$ cat src/rtl/mux_scan_sequencer.sv
// Sweeps a 4:1 mux select, samples each channel after a settle delay and offers the packed word via valid/ready.
// Optional MUX_SCAN_PARITY_EN adds a registered even-parity output word_par alongside word.
module mux_scan_sequencer #(
  parameter int SETTLE_CYCLES = 1
) (
  input  logic       clk,
  input  logic       rst_n,
  input  logic       start,
  input  logic       cont,
  input  logic       mux_y,
  output logic [1:0] sel,
  output logic [3:0] word,
  output logic       word_valid,
  input  logic       word_ready,
  output logic       busy
`ifdef MUX_SCAN_PARITY_EN
  ,
  output logic       word_par
`endif
);

  typedef enum logic [1:0] {IDLE, SETTLE, SAMPLE, OUTPUT} state_t;

  localparam logic [3:0] RELOAD = 4'(SETTLE_CYCLES - 1);

  state_t     state, state_n;
  logic [1:0] sel_n;
  logic [3:0] cnt, cnt_n;
  logic [3:0] shift, shift_n;
  logic [3:0] word_n;
  logic       valid_n;

  always_ff @(posedge clk or negedge rst_n) begin
    if (!rst_n) begin
      state      <= IDLE;
      sel        <= 2'd0;
      cnt        <= 4'd0;
      shift      <= 4'd0;
      word       <= 4'd0;
      word_valid <= 1'b0;
    end else begin
      state      <= state_n;
      sel        <= sel_n;
      cnt        <= cnt_n;
      shift      <= shift_n;
      word       <= word_n;
      word_valid <= valid_n;
    end
  end

  // The final sample is merged into the word in the same edge it is captured.
  always_comb begin
    state_n = state;
    sel_n   = sel;
    cnt_n   = cnt;
    shift_n = shift;
    word_n  = word;
    valid_n = word_valid;
    case (state)
      IDLE: begin
        if (start) begin
          state_n = SETTLE;
          sel_n   = 2'd0;
          cnt_n   = RELOAD;
        end
      end
      SETTLE: begin
        if (cnt == 4'd0) state_n = SAMPLE;
        else             cnt_n   = cnt - 4'd1;
      end
      SAMPLE: begin
        shift_n[sel] = mux_y;
        if (sel != 2'd3) begin
          sel_n   = sel + 2'd1;
          cnt_n   = RELOAD;
          state_n = SETTLE;
        end else begin
          word_n  = shift_n;
          valid_n = 1'b1;
          state_n = OUTPUT;
        end
      end
      OUTPUT: begin
        if (word_ready) begin
          valid_n = 1'b0;
          if (cont) begin
            sel_n   = 2'd0;
            cnt_n   = RELOAD;
            state_n = SETTLE;
          end else begin
            state_n = IDLE;
          end
        end
      end
      default: state_n = IDLE;
    endcase
  end

  assign busy = (state != IDLE);

`ifdef MUX_SCAN_PARITY_EN
  // word_n equals word whenever no new word is loaded, so parity tracks word exactly.
  always_ff @(posedge clk or negedge rst_n) begin
    if (!rst_n) word_par <= 1'b0;
    else        word_par <= ^word_n;
  end
`endif

endmodule

$ cat config.mk
export PLATFORM = sky130hd
export DESIGN_NAME = mux_scan_sequencer
export DESIGN_NICKNAME = d
export VERILOG_FILES = /design/src/rtl/mux_scan_sequencer.sv
export SDC_FILE = /design/constraint.sdc
export NUM_CORES = 1
export LEC_CHECK = 0
export CAP_MARGIN = 20
export CORE_MARGIN = 2
export CORE_UTILIZATION = 51
export CTS_BUF_LIST = sky130_fd_sc_hd__clkbuf_16
export DETAILED_ROUTE_END_ITERATION = 7
export HOLD_SLACK_MARGIN = 0.02
export PLACE_DENSITY_LB_ADDON = 0.08
export REMOVE_ABC_BUFFERS = 1
export SLEW_MARGIN = 20
export SYNTH_ARGS = -nofsm -noshare
export SYNTH_HDL_FRONTEND = slang
export SYNTH_SLANG_ARGS = --single-unit
$ cat constraint.sdc
create_clock -name clk -period 2.1 [get_ports clk]
set_input_delay 0.315 -clock clk [delete_from_list [all_inputs] [get_ports clk]]
set_output_delay 0.315 -clock clk [all_outputs]
set_load 0.01 [all_outputs]
# Yosys cells after proc, flatten, opt, wreduce, memory -nomap -nowiden
# Index checks and enable logic that the tools add are counted.
[word_totals]
inputBits = 6
output_inout_bits = 8
ff_bits = 17
elab_cells = 56
[classes]
addsub = 2
n_lt_le_gt_ge = 2
muxes = 23
n_reduce_logical = 11
n_eq_ne = 11
bitwise_logic = 1
[ops]
columns = ["op", "count"]
rows = [
  ["$mux 4", 5],
  ["$mux 2", 8],
  ["$ne 2x2->1 const B", 8],
  ["$pmux 4 s4", 1],
  ["$reduce_and 5->1", 2],
  ["$pmux 2 s4", 1],
  ["$pmux 2 s3", 1],
  ["$reduce_and 3->1", 2],
  ["$bwmux 4", 1],
  ["$eq 2x2->1 const B", 2],
  ["$logic_not 4->1", 1],
  ["$mux 1", 4],
  ["$reduce_bool 2->1", 2],
  ["$sub 4x1->4 const B", 1],
  ["$lt 2x3->1 const B", 1],
  ["$reduce_bool 3->1", 1],
  ["$add 2x1->2 const B", 1],
  ["$demux 1 s2", 1],
  ["$eq 2x1->1 const B", 1],
  ["$ge 2x1->1 const B", 1],
  ["$logic_not 2->1", 1],
  ["$pmux 1 s2", 1],
  ["$reduce_and 2->1", 1],
  ["$logic_and 1x1->1", 1],
  ["$not 1->1", 1],
]

# Logic depth before layout (Yosys ltp)
# Gate-level depths: netlist of run 1.
[depth]
depth_word = 5
depth_mapped = 6

# Worst setup path before layout of run 1
# OpenSTA, ideal clock, no wires.
[synth_path]
path_kind = "register -> register"
start = "register cnt[0]"
end = "register cnt[1]"
slack_ns = 0.598
arrival_ns = 1.377
stages_incl_launch_ff = 7
cell_sequence = "dfrtp_1 inv_1 ha_1 nor4b_2 o21ai_1 and3_4 mux2_4"
[synth_via]
elab_chain_cells = 3
word_cells_on_any_way = 6
[synth_rtl]
columns = ["item", "line", "source"]
rows = [
  ["from (decl)", "28", "logic [3:0] cnt, cnt_n;"],
  ["from (signal assigned)", "44", "cnt <= cnt_n;"],
  ["$sub 4x1->4 or $logic_not 4->1 (tied branches)", "69, 68", ""],
  ["$mux 4 or $ne 2x2->1 (tied branches)", "n/a", ""],
  ["$pmux 4 s4 or $reduce_and 5->1 (tied branches)", "n/a", ""],
]
# Several ways; a longest one is shown, not always the timed one. The select of a mux whose other input is x is not followed.
# A chain may end at the register's enable or synchronous reset.

# Worst setup path after layout of run 1
[layout_path]
start = "register state[1]"
end = "output port busy"
[layout_via]
elab_chain_cells = 1
[layout_rtl]
columns = ["item", "line", "source"]
rows = [
  ["from (decl)", "26", "state_t state, state_n;"],
  ["from (signal assigned)", "42", "state <= state_n;"],
  ["$reduce_bool 2->1", "99", "assign busy = (state != IDLE);"],
  ["to (decl)", "15", "output logic busy"],
]
# Every way passes these cells.

==> results of run 1 <==
## power breakdown
group / internal, uW / switching [uW] / total [uW]
registers: 455 / 154 / 610
logic: 428 / 333 / 761
clock network: 249 / 104 / 353
total: 1130 / 592 / 1720
## state kept, by name (all words and copies together), names as in the netlist
| register | count |
|---|---|
| word_valid | 1 |
| sel | 2 |
| state | 2 |
| word | 4 |
| cnt | 4 |
| shift | 3 |
## through the flow
stage,util,power [uW]
final,0.658,1720
after global placement,0.613,1350
after detailed placement,0.613,1380
after floorplan,-,1110
after CTS,0.658,1740
after global routing,0.658,1860
## cells in the final DEF, fill, tap and decap left out
| cell | count |
|---|---|
| and3_1 | 1 |
| dfrtp_1 | 16 |
| or2_2 | 1 |
| nor2_1 | 5 |
| a21o_1 | 2 |
| inv_1 | 6 |
| mux2_4 | 1 |
| nor4b_2 | 1 |
| buf_4 | 1 |
| clkdlybuf4s50_1 | 13 |
| nand2b_4 | 1 |
| a22o_1 | 1 |
| nand3b_1 | 1 |
| nand2_2 | 2 |
| or2_1 | 1 |
| nor2b_1 | 1 |
| and3_4 | 1 |
| a21oi_1 | 5 |
| mux2_2 | 5 |
| and2b_2 | 1 |
| clkbuf_16 | 3 |
| nor3_1 | 1 |
| ha_1 | 5 |
| a31oi_1 | 1 |
| nand2b_1 | 2 |
| a22oi_1 | 1 |
| o21ai_1 | 1 |
| nand3_1 | 2 |
| o21ai_0 | 5 |
| mux2i_1 | 3 |
| nand2_1 | 12 |
## routing by layer
layer,vias to the layer above,share of wire,global-route usage,wire [um]
met5,-,0,0,0
li1,329,-,-,-
met2,20,0.45,0.254,665
met1,297,0.50,0.241,742
met4,0,0.0080,0.0882,12
met3,2,0.049,0.0397,73
## worst max-delay path, stage by stage (launching register included)
cell and delay (ps):
dfrtp_1 510, or2_2 330, clkdlybuf4s50_1 480
## cells by family (layout without fill, tap and decap cells)
family / after synthesis / count (layout) / share of synthesized area
AND/OR/NAND/NOR: 33 / 33 / 0.210
AO/OA/AOI/OAI: 16 / 16 / 0.105
flip-flops: 16 / 16 / 0.455
multiplexers: 9 / 9 / 0.115
buffers and inverters: 8 / 23 / 0.0440
adder cells (fa/ha/maj): 5 / 5 / 0.0710
## how the worst min path moves through the flow
stage	from	to	slack, ps	depth (start not counted)
floorplan	rst_n	cnt[0]	20	0
global placement	word[1]	word[1]	460	2
detailed placement	word[1]	word[1]	470	2
CTS	rst_n	word[3]	370	1
global route	rst_n	word[3]	380	1
finish	rst_n	word[3]	370	1
## layout make-up
| class | instances | share of cell area |
|---|---|---|
| Clock buffer | 3 | 0.0683 |
| Sequential cell | 16 | 0.364 |
| Multi-Input combinational cell | 63 | 0.402 |
| Timing Repair Buffer | 14 | 0.125 |
| Tap cell | 17 | 0.0194 |
| Inverter | 6 | 0.0205 |
==> summary.md, run 1 <==
| Metric | Value |
|---|---|
| Final TNS setup | 0 ps |
| Reg2reg end | cnt[1] |
| Critical path data required time | 1780 ps |
| Worst-path clk slew | 40 ps |
| Netlist cell types | 30 |
| Placer Congestion | 0.878 |
| Crit path kind | register to primary output |
| Final Max Tran Viols | 0 |
| N_diodes | 0 |
| Worst slew margin | 0.737 |
| Hold_ws | 369 ps |
| Min cycle time layout | 1870 ps |
| Share of the synthesized area in the top cell type | 0.455 |
| VDD IR-drop max | 825 uV |
| Cell with the most instances after synthesis | dfrtp_1 |
| Syn Area/Cell | 10.1 um^2 |
| IO Port Bufs | 13 |
| CP startpoint kind | register |
| Ys Warns | 0 |
| Final Non-Filler Cells | 119 |
| DR WL/cell | 12.6 um |
| Height of the chip | 45.6 um |
| Via count | 648 |
| HP Class | input pin to asynchronous set/reset pin |
| First-pass DRT Iterations | 5 |
| Number of flops mapped to enable cells by yosys | 0 |
| Worst setup path start | state[1] |
| Main flop type after synthesis | dfrtp_1 |
| Max-Cap Viols | 0 |
| Post-synthesis sequential area ratio | 0.455 |
| Mapped cell area | 881 um^2 |
| Final setup fails | 0 |
| # nets final | 115 |
| Ratio of cells with drive above 1 in the final layout | 0.167 |
| CP Capture Point | busy |
| Die ar. | 2080 um^2 |
| Final cycle utilization of the critical path | 0.889 |
| Pwr dens | 1570 nW/um^2 |
| CTS tree | yes |
| Placed Area | 1020 um^2 |
| Synth async-reset ratio | 1.00 |
| Core Box Area | 1670 um^2 |
| Global-route wire length before repair | 2.54 mm |
| Clk buf depth | 2 |
| Unrepaired setup endpoints after global routing | false |
| Detailed placement HPWL | 1.11 mm |
| Reg-to-Reg Start | cnt[0] |
| Total wire length | 1.49 mm |
| Maximum number of pins on one net before global-route repair | 13 |
| Final instance area | 1100 um^2 |
| Worst clock skew | 1.92 ps |
| Leakage | 0.000499 uW |
| Die X | 45.6 um |
| Reg area | 400 um^2 |
| Number of global-route vias before repair | 594 |
| Top achievable clock speed | 535 MHz |
| R2R setup slack | 470 ps |
| CTS Hold Bufs | 0 |
| Post-cts sizing count | 0 |
| Total CTS buffers | 3 |
| Filler instances | 140 |
| Biggest area consumer among synthesized cells | dfrtp_1 |
| H-tree levels | 1 |
| Post-Place Cells | 116 |
| Initial Util | 0.527 |
| Residual DRC | 0 |
| Pre-CTS worst setup slack | 416 ps |
| Fin worst setup slack | 232 ps |
| Worst skew pair latency | 240 ps |
| Synthesized instance count | 87 |
| Clock Tree Root | clkbuf_16 |
| Multi-input gate area in the final layout | 442 um^2 |
| Synth Register Bits | 16 |
| Area grow syn2layout | 24.7% |
| I/O pins | 14 |
| Total GRT Usage | 0.175 |
| Antenna viol nets, final | 0 |
| R2R cell count | 6 |
| Setup crit end kind | primary output |
| Crit-path max FO | 12 |
| Status | completed |
| Row count | 15 |
| Vias per inst | 5.45 |
| Slew @ Worst Pin | 393 ps |
| Initial antenna violation count | 0 |
| Sink Count | 16 |
| Worst endpoint data arrival time | 1550 ps |
| Ranking of synthesized cells by area | dfrtp_1 45%, ha_1 7.1%, mux2_2 6.4% |
| Global route overflow | 0 |
| Post-CTS Setup Bufs | 0 |
| Starting DRT DRC Count | 6 |
| Most common library cells after synthesis | 16 x dfrtp_1, 12 x nand2_1, 6 x inv_1 |
| Final hold vios | 0 |
(Power assumes the default switching activity.)
==> run 2, diff against run 1 <==
--- a/config.mk
+++ b/config.mk
@@ -7,7 +7,7 @@
 export LEC_CHECK = 0
 export CAP_MARGIN = 20
 export CORE_MARGIN = 2
-export CORE_UTILIZATION = 51
+export CORE_UTILIZATION = 55
 export CTS_BUF_LIST = sky130_fd_sc_hd__clkbuf_16
 export DETAILED_ROUTE_END_ITERATION = 7
 export HOLD_SLACK_MARGIN = 0.02
==> constraint.sdc (replaced) <==
create_clock -name clk -period 2.3 [get_ports clk]
set_input_delay 0.345 -clock clk [delete_from_list [all_inputs] [get_ports clk]]
set_output_delay 0.345 -clock clk [all_outputs]
set_load 0.01 [all_outputs]
==> summary.md, run 2 (synthesis results as in run 1) <==
| Metric | Value |
|---|---|
| Number of global-route vias before repair | 629 (+5.9%) |
| CTS Hold Bufs | 0 (unchanged) |
| Global-route wire length before repair | 2.67 mm (+5.2%) |
| Total wire length | 1.59 mm (+6.2%) |
| Detailed placement HPWL | 1.14 mm (+2.1%) |
| Pwr dens | 1460 nW/um^2 (-7.0%) |
| Busiest metal layer after global routing | met2 |
| R2R cell count | 6 (unchanged) |
| Worst-path clk slew | 50 ps (about the same) |
| Placer Congestion | 0.819 (-6.7%) |
| Reg area | 400 um^2 (unchanged) |
| Crit-path max FO | 12 (unchanged) |
| Status | completed |
| First-pass DRT Iterations | 4 (-1) |
| Post-CTS Setup Bufs | 0 (unchanged) |
| Unrepaired setup endpoints after global routing | false |
| Final cycle utilization of the critical path | 0.830 |
| Met2 GRT Util | 0.321 (+0.0671) |
| Filler instances | 115 (-18%) |
| # nets final | 114 (-0.87%) |
| DR WL/cell | 13.4 um (+7.1%) |
| Die X | 44.0 um (-3.4%) |
| Residual DRC | 0 (unchanged) |
| Height of the chip | 44.0 um (-3.4%) |
| Area grow syn2layout | 24.1% |
| Multi-input gate area in the final layout | 442 um^2 (unchanged) |
| Initial Util | 0.585 (+0.0574) |
| H-tree levels | 1 (unchanged) |
| Pre-CTS worst setup slack | 581 ps (+165 ps) |
| Worst clock skew | 4.01 ps (+2.10 ps) |
| Slew @ Worst Pin | 709 ps (+315 ps) |
| Met3 Usage GRT | 0.0367 (-0.00295) |
| M1 GR Usage | 0.236 (-0.00522) |
| CP startpoint kind | register |
| Total CTS buffers | 3 (unchanged) |
| I/O pins | 14 (unchanged) |
| Crit path kind | register to primary output |
| Worst slew margin | 0.526 (-0.210) |
| Ratio of cells with drive above 1 in the final layout | 0.157 (-0.00980) |
| Critical path data required time | 1960 ps (+180 ps) |
| Regs by FF count | cnt x4, word x4, shift x3 |
| Setup crit end kind | primary output |
| Post-cts sizing count | 0 (unchanged) |
| Clock Tree Root | clkbuf_16 |
| N_diodes | 0 (unchanged) |
| Total GRT Usage | 0.196 (+0.0216) |
| Max-Cap Viols | 0 (unchanged) |
| Clk buf depth | 2 (unchanged) |
| Worst Hold Path Cells | 2 |
| Antenna viol nets, final | 0 (unchanged) |
| Global route overflow | 0 (unchanged) |
| Final TNS setup | 0 ps (unchanged) |
| Worst endpoint data arrival time | 1560 ps (about the same) |
| Leakage | 0.000496 uW (-0.65%) |
| Via count | 652 (+0.62%) |
| Maximum number of pins on one net before global-route repair | 17 (+4) |
| VDD IR-drop max | 821 uV (-0.54%) |
| Worst skew pair latency | 240 ps (about the same) |
| Sink Count | 16 (unchanged) |
| Die ar. | 1940 um^2 (-6.6%) |
| Commonest non-fill, non-tap cell in the layout | dfrtp_1 |
| Core Box Area | 1510 um^2 (-9.8%) |
| Vias per inst | 5.53 (+1.5%) |
| R2R setup slack | 650 ps (+180 ps) |
| Initial antenna violation count | 0 (unchanged) |
| Starting DRT DRC Count | 3 (-3) |
| Final hold vios | 0 (unchanged) |
| IO Port Bufs | 13 (unchanged) |
| Most frequent cells in the layout | 16 x dfrtp_1, 13 x clkdlybuf4s50_1, 12 x nand2_1 |
| Final setup fails | 0 (unchanged) |
| HP Class | register to register |
| Fin worst setup slack | 392 ps (+160 ps) |
| Min cycle time layout | 1910 ps |
| CTS tree | yes |
| Final Max Tran Viols | 0 (unchanged) |
| Top achievable clock speed | 524 MHz |
| Row count | 14 (-1) |
==> run 2: worst paths after layout <==
| check | from | end |
|---|---|---|
| max | state[1] | busy |
| min | word[1] | word[1] |
| max reg2reg | cnt[0] | cnt[1] |
| min reg2reg | word[1] | word[1] |
| max in group asynchronous | rst_n | shift[1] |
| min in group asynchronous | rst_n | word[0] |
==> run 2: critical path, stage by stage, from the launching register on <==
cell             delay (ps)
dfrtp_1                 510
or2_2                   330
clkdlybuf4s50_1         480
==> run 2: stage by stage <==
step / area, um^2 / instances / total power (uW) / hold slack (ps) / util
2_1_floorplan: 865 / 85 / 1010 / 49.4 / -
3_3_place_gp: 1010 / 114 / 1230 / 462 / 0.674
3_5_place_dp: 1010 / 114 / 1260 / 470 / 0.674
4_1_cts: 1090 / 118 / 1600 / 480 / 0.726
5_1_grt: 1090 / 118 / 1720 / 512 / 0.726
6_report: 1090 / 118 / 1600 / 475 / 0.726
==> run 2: routing by layer <==
layer	share of wire	up-vias
li1	-	328
met1	0.45	298
met2	0.47	19
met3	0.046	7
met4	0.035	0
met5	0	-
==> run 2: final cells by class <==
| cell class | count | share of cell area |
|---|---|---|
| flip-flops and latches | 16 | 0.366 |
| repair buffers | 13 | 0.119 |
| clock buffers | 3 | 0.0686 |
| multi-input cells | 63 | 0.404 |
| well taps | 16 | 0.0183 |
| clock inverters | 1 | 0.00343 |
| inverters | 6 | 0.0206 |
==> run 2: report_power, final <==
part           internal, uW  leakage (uW)  switching (uW)
Clock                   230     0.0000385             102
Sequential              416      0.000186             140
Combinational           389      0.000271             319
==> run 3, diff against run 2 <==
--- a/config.mk
+++ b/config.mk
@@ -7,7 +7,7 @@
 export LEC_CHECK = 0
 export CAP_MARGIN = 20
 export CORE_MARGIN = 2
-export CORE_UTILIZATION = 55
+export CORE_UTILIZATION = 51
 export CTS_BUF_LIST = sky130_fd_sc_hd__clkbuf_16
 export DETAILED_ROUTE_END_ITERATION = 7
 export HOLD_SLACK_MARGIN = 0.02
==> constraint.sdc (replaced) <==
create_clock -name clk -period 1.8 [get_ports clk]
set_input_delay 0.27 -clock clk [delete_from_list [all_inputs] [get_ports clk]]
set_output_delay 0.27 -clock clk [all_outputs]
set_load 0.01 [all_outputs]
==> summary.md, run 3 (synthesis results as in run 1) <==
| Metric | Value |
|---|---|
| Starting DRT DRC Count | 12 (+9) |
| Min cycle time layout | 1680 ps |
| CP max stage delay | 480 ps (-30 ps) |
| Crit path kind | register to primary output |
| Worst clock skew | 3.82 ps (-0.197 ps) |
| Critical path data required time | 1530 ps (-430 ps) |
| Initial Util | 0.527 (-0.0574) |
| Leakage | 0.000513 uW (+3.4%) |
| Slew @ Worst Pin | 404 ps (-304 ps) |
| DR WL/cell | 13.2 um (-2.1%) |
| CP Cell Sequence | or2_2, clkdlybuf4s50_1 |
| Clock Tree Root | clkbuf_16 |
| Status | completed |
| Total GRT Usage | 0.177 (-0.0188) |
| Die ar. | 2080 um^2 (+7.1%) |
| Clk buf depth | 2 (unchanged) |
| Sink Count | 16 (unchanged) |
| Filler instances | 130 (+13%) |
| IO Port Bufs | 13 (unchanged) |
| Reg2reg end | cnt[1] |
| Post-layout util | 0.672 (-0.0540) |
| Vias per inst | 5.22 (-5.5%) |
| H-tree levels | 1 (unchanged) |
| Antenna viol nets, final | 0 (unchanged) |
| Final cycle utilization of the critical path | 0.934 |
| Setup crit end kind | primary output |
| Die X | 45.6 um (+3.5%) |
| I/O pins | 14 (unchanged) |
| Number of global-route vias before repair | 595 (-5.4%) |
| Worst endpoint data arrival time | 1410 ps (-150 ps) |
| Initial antenna violation count | 0 (unchanged) |
| Final hold vios | 0 (unchanged) |
| Most frequent cells in the layout | 15 x dfrtp_1, 13 x clkdlybuf4s50_1, 12 x nand2_1 |
| R2R setup slack | 200 ps (-450 ps) |
| Detailed placement HPWL | 1.15 mm (+1.7%) |
| Commonest non-fill, non-tap cell in the layout | dfrtp_1 |
| Final setup fails | 0 (unchanged) |
| Unrepaired setup endpoints after global routing | false |
| First-pass DRT Iterations | 4 (unchanged) |
| HP Class | input pin to asynchronous set/reset pin |
| Area grow syn2layout | 27.4% |
| Row count | 15 (+1) |
| Final Max Tran Viols | 0 (unchanged) |
| Via count | 637 (-2.3%) |
| Overall Power | 2080 uW (+30%) |
| Placer Congestion | 0.879 (+7.3%) |
| Reg-to-Reg Start | cnt[0] |
| CP max-delay cell | clkdlybuf4s50_1 |
| Core Box Area | 1670 um^2 (+11%) |
| Global route overflow | 0 (unchanged) |
| Maximum number of pins on one net before global-route repair | 17 (unchanged) |
| N_diodes | 0 (unchanged) |
| CP startpoint kind | register |
| Crit-path max FO | 3 (-9) |
| # nets final | 118 (+3.5%) |
| Top achievable clock speed | 595 MHz |
| Worst slew margin | 0.729 (+0.203) |
| CTS tree | yes |
| CTS Hold Bufs | 0 (unchanged) |
| Pwr dens | 1850 nW/um^2 (+27%) |
| Final TNS setup | 0 ps (unchanged) |
| Global-route wire length before repair | 2.53 mm (-5.4%) |
| VDD IR-drop max | 838 uV (+2.1%) |
| Residual DRC | 0 (unchanged) |
| Ratio of cells with drive above 1 in the final layout | 0.200 (+0.0431) |
| Worst skew pair latency | 250 ps (about the same) |
| Worst-path clk slew | 50 ps (about the same) |
| R2R cell count | 6 (unchanged) |
| Total CTS buffers | 3 (unchanged) |
| Total wire length | 1.61 mm (+1.2%) |
| Regs by FF count | cnt x4, word x4, shift x3 |
| Max-Cap Viols | 0 (unchanged) |
| Height of the chip | 45.6 um (+3.5%) |
run 3: changes by cell type in the layout (fill, tap and decap cells not counted), sizes merged:
| cell | change |
|---|---|
| buf | +4 |
| clkinv | -1 |
run 3: metrics by stage:
stage	hold WS (ps)	cells	worst slack, ps	area (um^2)
floorplan	-25.6	85	290	865
global placement	461	117	172	1030
detailed placement	469	117	170	1030
CTS	375	120	23.9	1110
global route	379	122	93.9	1120
finish	361	122	119	1120
run 3: repair_timing:
item,in CTS,in global routing
setup buffers,0,2
gates resized for setup,1,0
pin swaps,0,0
setup endpoints to repair,1,1
run 3: worst max-delay path by stage:
stage	end	depth (start not counted)	startpoint	slack, ps
2_1_floorplan	cnt[1]	6	cnt[0]	290
3_5_place_dp	cnt[1]	5	start	170
5_1_grt	busy	2	state[1]	90
3_3_place_gp	cnt[1]	5	start	170
6_report	busy	2	state[1]	120
4_1_cts	busy	2	state[1]	20
run 3: layout make-up:
cell class	instances	area, um^2	share of cell area
flip-flops and latches	16	402	0.358
repair buffers	17	160	0.143
inverters	6	22.5	0.0201
well taps	17	21.3	0.0190
clock buffers	3	75.1	0.0669
multi-input cells	63	442	0.394
run 3: power by group:
group,internal (uW),total [uW],switching (uW)
Combinational,541,991,450
Sequential,534,660,125
Clock,291,425,133
run 3: worst max-delay path: cells and delay by family (launching register included):
| kind | cells | cell delay, ps |
|---|---|---|
| flip-flops | 1 | 420 |
| buffers and inverters | 1 | 480 |
| AND/OR/NAND/NOR | 1 | 270 |
run 3: routing by layer:
layer	vias to the layer above	GRT usage	wire, um
met5	-	0	0
met1	285	0.220	744
met2	15	0.273	760
met3	5	0.0357	58
met4	0	0.124	41
li1	332	-	-
